$ cat config.mk
export PLATFORM = sky130hd
export DESIGN_NAME = full_adder4
export DESIGN_NICKNAME = d
export VERILOG_FILES = /design/src/rtl/full_adder4_pkg.sv /design/src/rtl/full_adder_cell.sv /design/src/rtl/full_adder4.sv
export SDC_FILE = /design/constraint.sdc
export NUM_CORES = 1
export LEC_CHECK = 0
export BUFFER_PORTS_ARGS = -buffer_cell sky130_fd_sc_hd__buf_2
export CORE_AREA = 4 4 41 43
export CTS_BUF_LIST = sky130_fd_sc_hd__clkbuf_8
export DETAILED_ROUTE_END_ITERATION = 16
export DIE_AREA = 0 0 45 47
export GPL_ROUTABILITY_DRIVEN = 0
export SLEW_MARGIN = 20
export SYNTH_ARGS = -nofsm -noshare
export SYNTH_HDL_FRONTEND = slang
export SYNTH_HIERARCHICAL = 1
export SYNTH_SLANG_ARGS = --single-unit
$ cat constraint.sdc
create_clock -name clk -period 0.9 [get_ports clk]
set_input_delay 0.135 -clock clk [delete_from_list [all_inputs] [get_ports clk]]
set_output_delay 0.135 -clock clk [all_outputs]
set_load 0.05 [all_outputs]
$ cat src/rtl/full_adder4_pkg.sv
// Shared constants and a behavioural golden adder for the full_adder4 block.
package full_adder4_pkg;

  // Delivered operand/sum width.
  localparam int WIDTH_DEFAULT = 4;

  // Largest supported operand width; sizes the golden-model arguments.
  localparam int WIDTH_MAX = 32;

  // Golden sum: {carry, sum} = a + b + cin as a (WIDTH_MAX+1)-bit unsigned value.
  // Callers pass zero-extended operands and keep the low WIDTH+1 bits,
  // whose top bit is then the carry-out of a WIDTH-bit add.
  function automatic logic [WIDTH_MAX:0] ref_add(
    input logic [WIDTH_MAX-1:0] a,
    input logic [WIDTH_MAX-1:0] b,
    input logic                 cin
  );
    return (WIDTH_MAX+1)'(a) + (WIDTH_MAX+1)'(b) + (WIDTH_MAX+1)'(cin);
  endfunction

endpackage

$ cat src/rtl/full_adder_cell.sv
// 1-bit full-adder cell; the ripple link of full_adder4.
module full_adder_cell (
  input  logic a,
  input  logic b,
  input  logic cin,
  output logic s,
  output logic cout
);

  assign s    = a ^ b ^ cin;
  assign cout = (a & b) | (a & cin) | (b & cin);

endmodule

$ cat src/rtl/full_adder4.sv
// Registered ripple-carry adder: {cout4, s} = a + b + cin, one cycle latency.
// Optional signed-overflow output ovf is enabled by defining FULL_ADDER4_OVF_EN.
module full_adder4
  import full_adder4_pkg::*;
#(
  parameter int WIDTH = WIDTH_DEFAULT
) (
  input  logic             clk,
  input  logic             rst,
  input  logic             in_valid,
  input  logic [WIDTH-1:0] a,
  input  logic [WIDTH-1:0] b,
  input  logic             cin,
  output logic [WIDTH-1:0] s,
  output logic             cout4,
  output logic             out_valid
`ifdef FULL_ADDER4_OVF_EN
  ,
  output logic             ovf
`endif
);

  // carry[i] is the carry into bit i; carry[WIDTH] is the carry out of the MSB.
  logic [WIDTH:0]   carry;
  logic [WIDTH-1:0] sum_comb;

  logic [WIDTH-1:0] s_q, s_d;
  logic             cout_q, cout_d;
  logic             valid_q, valid_d;

  assign carry[0] = cin;

  generate
    for (genvar gi = 0; gi < WIDTH; gi++) begin : g_cell
      full_adder_cell u_cell (
        .a    (a[gi]),
        .b    (b[gi]),
        .cin  (carry[gi]),
        .s    (sum_comb[gi]),
        .cout (carry[gi+1])
      );
    end
  endgenerate

  // Capture a new result only when operands are valid; otherwise hold, so
  // unknown operands under in_valid=0 never reach the registers.
  always_comb begin
    s_d     = s_q;
    cout_d  = cout_q;
    valid_d = in_valid;
    if (in_valid) begin
      s_d    = sum_comb;
      cout_d = carry[WIDTH];
    end
  end

  // Output registers; reset clears them immediately, independent of clk.
  always_ff @(posedge clk or posedge rst) begin
    if (rst) begin
      s_q     <= '0;
      cout_q  <= 1'b0;
      valid_q <= 1'b0;
    end else begin
      s_q     <= s_d;
      cout_q  <= cout_d;
      valid_q <= valid_d;
    end
  end

  assign s         = s_q;
  assign cout4     = cout_q;
  assign out_valid = valid_q;

`ifdef FULL_ADDER4_OVF_EN
  logic ovf_q, ovf_d;

  // Two's-complement overflow: carry into the MSB differs from carry out of it.
  always_comb begin
    ovf_d = ovf_q;
    if (in_valid) begin
      ovf_d = carry[WIDTH] ^ carry[WIDTH-1];
    end
  end

  // Overflow flag register, same timing and reset as the sum.
  always_ff @(posedge clk or posedge rst) begin
    if (rst) begin
      ovf_q <= 1'b0;
    end else begin
      ovf_q <= ovf_d;
    end
  end

  assign ovf = ovf_q;
`endif

endmodule

Yosys cells after proc, flatten, opt, wreduce, memory -nomap -nowiden:

Index checks and enable logic that the tools add are counted.

* bitwise operators: 28

Operators with widths (count)
* 1-bit bitwise AND: 12
* 1-bit OR: 8
* 1-bit bitwise XOR: 8

* bits in registers: 6
* input port bits: 12
* output and inout port bits: 6
* logic and storage cells: 31

Depth between registers and ports, before layout:

* depth after elaboration: 12
* depth in mapped cells: 5
* depth with buffers taken out: 5

Modules after synthesis:

Netlist, hierarchy kept.

By module, submodules not included
* full_adder4: times used 1, cells each 12, area an instance 210.2 µm², sequential area each 150.1 µm²
* full_adder_cell: times used 4, cells each 1, area an instance 20.0 µm², sequential area each 0.0 µm²

Least setup slack after synthesis:

OpenSTA, ideal clock, no wires.

* path type: in2reg
* start: in a[0]
* end: reg s_q[3], in the netlist s[3]
* setup time: 0.125 ns
* data arrival time: 1.987 ns
* data required time: 0.775 ns
* slack: -1.212 ns
* stages: 5
* buffers on the path: 0
* cell sequence: fa_1 -> fa_1 -> fa_1 -> fa_1 -> mux2_2

* longest elaborated chain between the ends: 10
* elaborated cells between the ends (all ways): 13
* classes of those cells: 13 x bitwise

RTL lines
* start: declaration: line full_adder4.sv:11 `input logic [WIDTH-1:0] a,`
* 1-bit bitwise AND: line full_adder_cell.sv:11 `assign cout = (a & b) | (a & cin) | (b & cin);`
* 1-bit OR * (2 in series): line full_adder_cell.sv:11
* 1-bit bitwise AND: line full_adder_cell.sv:11
* 1-bit OR: line full_adder_cell.sv:11
* 1-bit OR *: line full_adder_cell.sv:11
* net carry[2]: line full_adder4.sv:24 `logic [WIDTH:0] carry;`
* 1-bit bitwise AND: line full_adder_cell.sv:11
* 1-bit OR: line full_adder_cell.sv:11
* 1-bit OR *: line full_adder_cell.sv:11
* net carry[3]: line full_adder4.sv:24
* 1-bit bitwise XOR *: line full_adder_cell.sv:10 `assign s = a ^ b ^ cin;`
* net sum_comb[3]: line full_adder4.sv:25 `logic [WIDTH-1:0] sum_comb;`
* end signal: assignment: line full_adder4.sv:60 `s_q <= '0;`
* end signal: assignment: line full_adder4.sv:64 `s_q <= s_d;`
* end: declaration: line full_adder4.sv:27 `logic [WIDTH-1:0] s_q, s_d;`

Mark *: on every way through the listed nets, which the timed path passes. The rest lies on a longest branch.
A chain may end at the register's enable or synchronous reset.

Worst setup path in the final report:

* start: in a[0]
* end: reg s_q[3], in the netlist s[3]

* longest elaborated chain between the ends: 10
* elaborated cells between the ends (all ways): 13
* classes of those cells: 13 x bitwise

RTL lines (line)
* 1-bit bitwise AND: full_adder_cell.sv:11
* 1-bit OR * (2 in series): full_adder_cell.sv:11
* net carry[1]: full_adder4.sv:24
* 1-bit bitwise AND: full_adder_cell.sv:11
* 1-bit OR: full_adder_cell.sv:11
* 1-bit OR *: full_adder_cell.sv:11
* net carry[2]: full_adder4.sv:24
* 1-bit bitwise AND: full_adder_cell.sv:11
* 1-bit OR: full_adder_cell.sv:11
* 1-bit OR *: full_adder_cell.sv:11
* net carry[3]: full_adder4.sv:24
* 1-bit bitwise XOR *: full_adder_cell.sv:10
* net sum_comb[3]: full_adder4.sv:25

Marked as above.

==> run_summary.xml <==
<?xml version="1.0" encoding="UTF-8"?>
<metrics>
  <group name="sta">
    <metric name="max-slew-margin-rel" unit="%">85.08</metric>
    <metric name="timing.final.setup_violations" unit="">6</metric>
    <metric name="actual_slew_at_the_worst_max_slew_pin" unit="ns">0.2236</metric>
    <metric name="setup_slack" unit="ns">-0.9600</metric>
    <metric name="finalCritPeriodShare" unit="%">206.7</metric>
    <metric name="report.final.hold_viol_count" unit="">0</metric>
    <metric name="fin_tns_setup" unit="ns">-2.734</metric>
    <metric name="max_slew_vio_count" unit="">0</metric>
    <metric name="timing.hold.ws" unit="ns">0.1344</metric>
    <metric name="final.min_clock_period" unit="ns">1.860</metric>
    <metric name="max_freq" unit="GHz">0.5376</metric>
    <metric name="unrepaired_setup_endpoints_after_global_routing" unit="">yes</metric>
    <metric name="worst_clock_skew" unit="ns">0</metric>
  </group>
  <group name="pwr">
    <metric name="max-vdd-ir-drop" unit="mV">1.052</metric>
    <metric name="combinationalPowerShare" unit="%">37.4</metric>
    <metric name="power.leakage" unit="µW">0.0002520</metric>
    <metric name="net-switching-power" unit="µW">401.3</metric>
    <metric name="clock_power_share" unit="%">33.0</metric>
    <metric name="pwr-share-seq" unit="%">29.6</metric>
    <metric name="powerDensity" unit="mW/mm²">2316</metric>
    <metric name="p_int" unit="µW">816.1</metric>
    <metric name="p_sw_share" unit="%">32.96</metric>
  </group>
  <group name="place">
    <metric name="post-place-ws" unit="ns">-1.250</metric>
    <metric name="placedInstanceArea" unit="µm²">405.4</metric>
    <metric name="port_buffers" unit="">17</metric>
    <metric name="hpwl" unit="µm">516.3</metric>
  </group>
  <group name="drt">
    <metric name="drt_iter0_markers" unit="">1</metric>
    <metric name="highest-signal-layer" unit="">met3</metric>
    <metric name="met2WireLength" unit="µm">317</metric>
    <metric name="via_per_inst" unit="">3.962</metric>
    <metric name="postRouteAntennaNets" unit="">0</metric>
    <metric name="wirelength_met1" unit="µm">224</metric>
    <metric name="remaining_drc_errors" unit="">0</metric>
    <metric name="routedWlPerCell" unit="µm">11.96</metric>
    <metric name="route.met3.wl" unit="µm">91</metric>
    <metric name="totalWireLength" unit="µm">634</metric>
    <metric name="via_count" unit="">210</metric>
    <metric name="drt-pass1-iter-count" unit="">2</metric>
  </group>
  <group name="clock_tree">
    <metric name="tritoncts_num_sinks" unit="">6</metric>
    <metric name="worst_skew_pair.late_latency" unit="ns">0.21</metric>
    <metric name="clk_path_buf_depth" unit="">2</metric>
    <metric name="cts_buffers" unit="">3</metric>
    <metric name="cts_max_level" unit="">1</metric>
    <metric name="path_clk_slew" unit="ns">0.04</metric>
    <metric name="clock-root-buffer" unit="">clkbuf_8</metric>
    <metric name="cts_tree" unit="">yes</metric>
  </group>
  <group name="critical_path">
    <metric name="reg2reg_setup_slack" unit="ns">0.12</metric>
    <metric name="cp-endpoint" unit="">s[3]</metric>
    <metric name="regToRegEndpoint" unit="">s[2]</metric>
    <metric name="timing.critical_path.mode_cell" unit="">fa_2</metric>
    <metric name="r2r_worst_path_depth" unit="">1</metric>
    <metric name="worstPathMaxFanout" unit="">1</metric>
    <metric name="critical_path.startpoint" unit="">a[0]</metric>
    <metric name="worstSetupPathType" unit="">input pin to flip-flop</metric>
    <metric name="timing.rr.start" unit="">s[2]</metric>
    <metric name="critical-path-top-delay-family" unit="">adder cells</metric>
    <metric name="worst-path-buf-inv" unit="">1</metric>
    <metric name="worstPathRequired" unit="ns">0.99</metric>
    <metric name="crit_chain" unit="">buf_6, fa_2, fa_2, fa_2, fa_2, mux2_4</metric>
    <metric name="arrival" unit="ns">1.96</metric>
    <metric name="crit_path_top_delay_cell" unit="">fa_2</metric>
    <metric name="cp.depth" unit="">6</metric>
    <metric name="timing.critical_path.to_type" unit="">flip-flop</metric>
    <metric name="crit_path_max_incr_delay" unit="ns">0.40</metric>
    <metric name="timing.critical_path.from_type" unit="">input pin</metric>
  </group>
  <group name="die">
    <metric name="die_area" unit="mm²">0.002115</metric>
    <metric name="die_w" unit="µm">45</metric>
    <metric name="initial_core_util" unit="%">22.31</metric>
    <metric name="core.rowCount" unit="">13</metric>
    <metric name="coreArea" unit="mm²">0.001301</metric>
    <metric name="io_pins" unit="">18</metric>
    <metric name="die_h" unit="µm">47</metric>
  </group>
  <group name="global_routing">
    <metric name="grt_start_max_net_pins" unit="">7</metric>
    <metric name="vias_in_the_first_global_route" unit="">248</metric>
    <metric name="grt_first_pass_wirelength" unit="µm">1021</metric>
    <metric name="grt_use_total" unit="%">7.286</metric>
    <metric name="antenna_violations_before_repair" unit="">0</metric>
    <metric name="globalRouteOverflowTotal" unit="">0</metric>
  </group>
  <group name="yosys">
    <metric name="synthesis.area_per_instance" unit="µm²">18.14</metric>
    <metric name="netlist.area_leader.share" unit="%">51.72</metric>
    <metric name="synth_top_area_cell" unit="">dfrtp_1</metric>
    <metric name="yosysSeqAreaShare" unit="%">51.72</metric>
    <metric name="syn_area" unit="µm²">290.3</metric>
    <metric name="netlist_top_cells_area" unit="">dfrtp_1 (52%), fa_1 (28%), mux2_2 (19%)</metric>
    <metric name="syn_inst" unit="">16</metric>
    <metric name="synth_cell_types" unit="">4</metric>
    <metric name="postSynthRegisterBits" unit="">6</metric>
    <metric name="synth.yosys.warnings" unit="">6</metric>
    <metric name="synthesis.nets" unit="">32</metric>
  </group>
  <group name="cells_and_area">
    <metric name="post_route_standard_cell_area_excluding_fillers" unit="µm²">525.5</metric>
    <metric name="area_delta_synth_final" unit="%">81.03</metric>
    <metric name="antenna-diode-count" unit="">0</metric>
    <metric name="final_nets" unit="">55</metric>
    <metric name="final_layout_size_suffix_gt1_share" unit="%">78.95</metric>
  </group>
  <group name="hold_path">
    <metric name="holdCritPathClass" unit="">input pin to flip-flop</metric>
  </group>
  <group name="status">
    <metric name="outcome" unit="">finished with violations</metric>
    <metric name="violations" unit="">setup timing</metric>
  </group>
  <group name="flow_run">
    <metric name="timing.max_cap.violations" unit="">0</metric>
  </group>
</metrics>
cell type report:
type,count,area (µm²)
Multi-Input combinational cell,9,161.4
Inverter,1,3.754
Timing Repair Buffer,18,145.1
Tap cell,15,18.77
Sequential cell,6,151.4
Clock buffer,3,41.29
Fill cell,132,775.7
Clock inverter,1,3.754
power groups by stage:
| stage | logic [µW] | registers, µW | clock network (µW) |
|---|---|---|---|
| after floorplan | 74.3 | 527 | 0 |
| after global placement | 358 | 349 | 0 |
| after detailed placement | 365 | 350 | 0 |
| after CTS | 454 | 362 | 415 |
| after global routing | 482 | 369 | 440 |
| final | 455 | 361 | 401 |
layout by cell type, fill, tap and decap left out:
cell type	n
dfrtp_2	1
dfrtp_1	5
mux2_2	1
fa_2	4
buf_6	8
mux2_4	4
clkbuf_8	3
dlygate4sd3_1	1
inv_1	2
buf_2	9
cell families (layout without fill, tap and decap cells):
family	Yosys count	after routing	share of synthesized area (%)
adders and majority gates	4	4	27.59
buffers and inverters	1	23	1.292
DFF	6	6	51.72
muxes	5	5	19.40
sequential cells by signal, summed over array words and instances (netlist names):
register / cells
cout4: 1
out_valid: 1
s: 4
worst min path at each step:
stage | from | end | slack, ns | cells past startpoint
floorplan | rst | cout4 | -0.07 | 1
global placement | rst | s[2] | 0.06 | 2
detailed placement | rst | s[1] | 0.07 | 2
CTS | in_valid | out_valid | 0.13 | 1
global route | in_valid | out_valid | 0.14 | 1
finish | in_valid | out_valid | 0.13 | 1
cell usage after synthesis:
cell type and n:
mux2_2 5, fa_1 4, dfrtp_1 6, inv_1 1
metrics by stage:
stage | total power (µW) | utilization [%] | cells
3_5_place_dp | 715.1 | 31.15 | 48
4_1_cts | 1231 | 39.62 | 53
3_3_place_gp | 706.9 | 31.15 | 48
6_report | 1217 | 40.38 | 53
5_1_grt | 1291 | 40.38 | 53
2_1_floorplan | 601.7 | - | 16
repair_timing:
| action | CTS | global route |
|---|---|---|
| setup endpoints to repair | 10 | 9 |
| gates resized for setup | 16 | 2 |
| pin swaps | 1 | 0 |
| buffers inserted | 0 | 0 |
| hold buffers | 1 | 0 |
| hold endpoints to repair | 6 | 0 |
layer usage:
layer | track usage [%] | vias up
li1 | - | 96
met1 | 6.383 | 97
met2 | 12.43 | 17
met3 | 5.364 | 0
met4 | 3.509 | 0
met5 | 0 | -
Note: power is estimated with default switching activity, not from simulation.
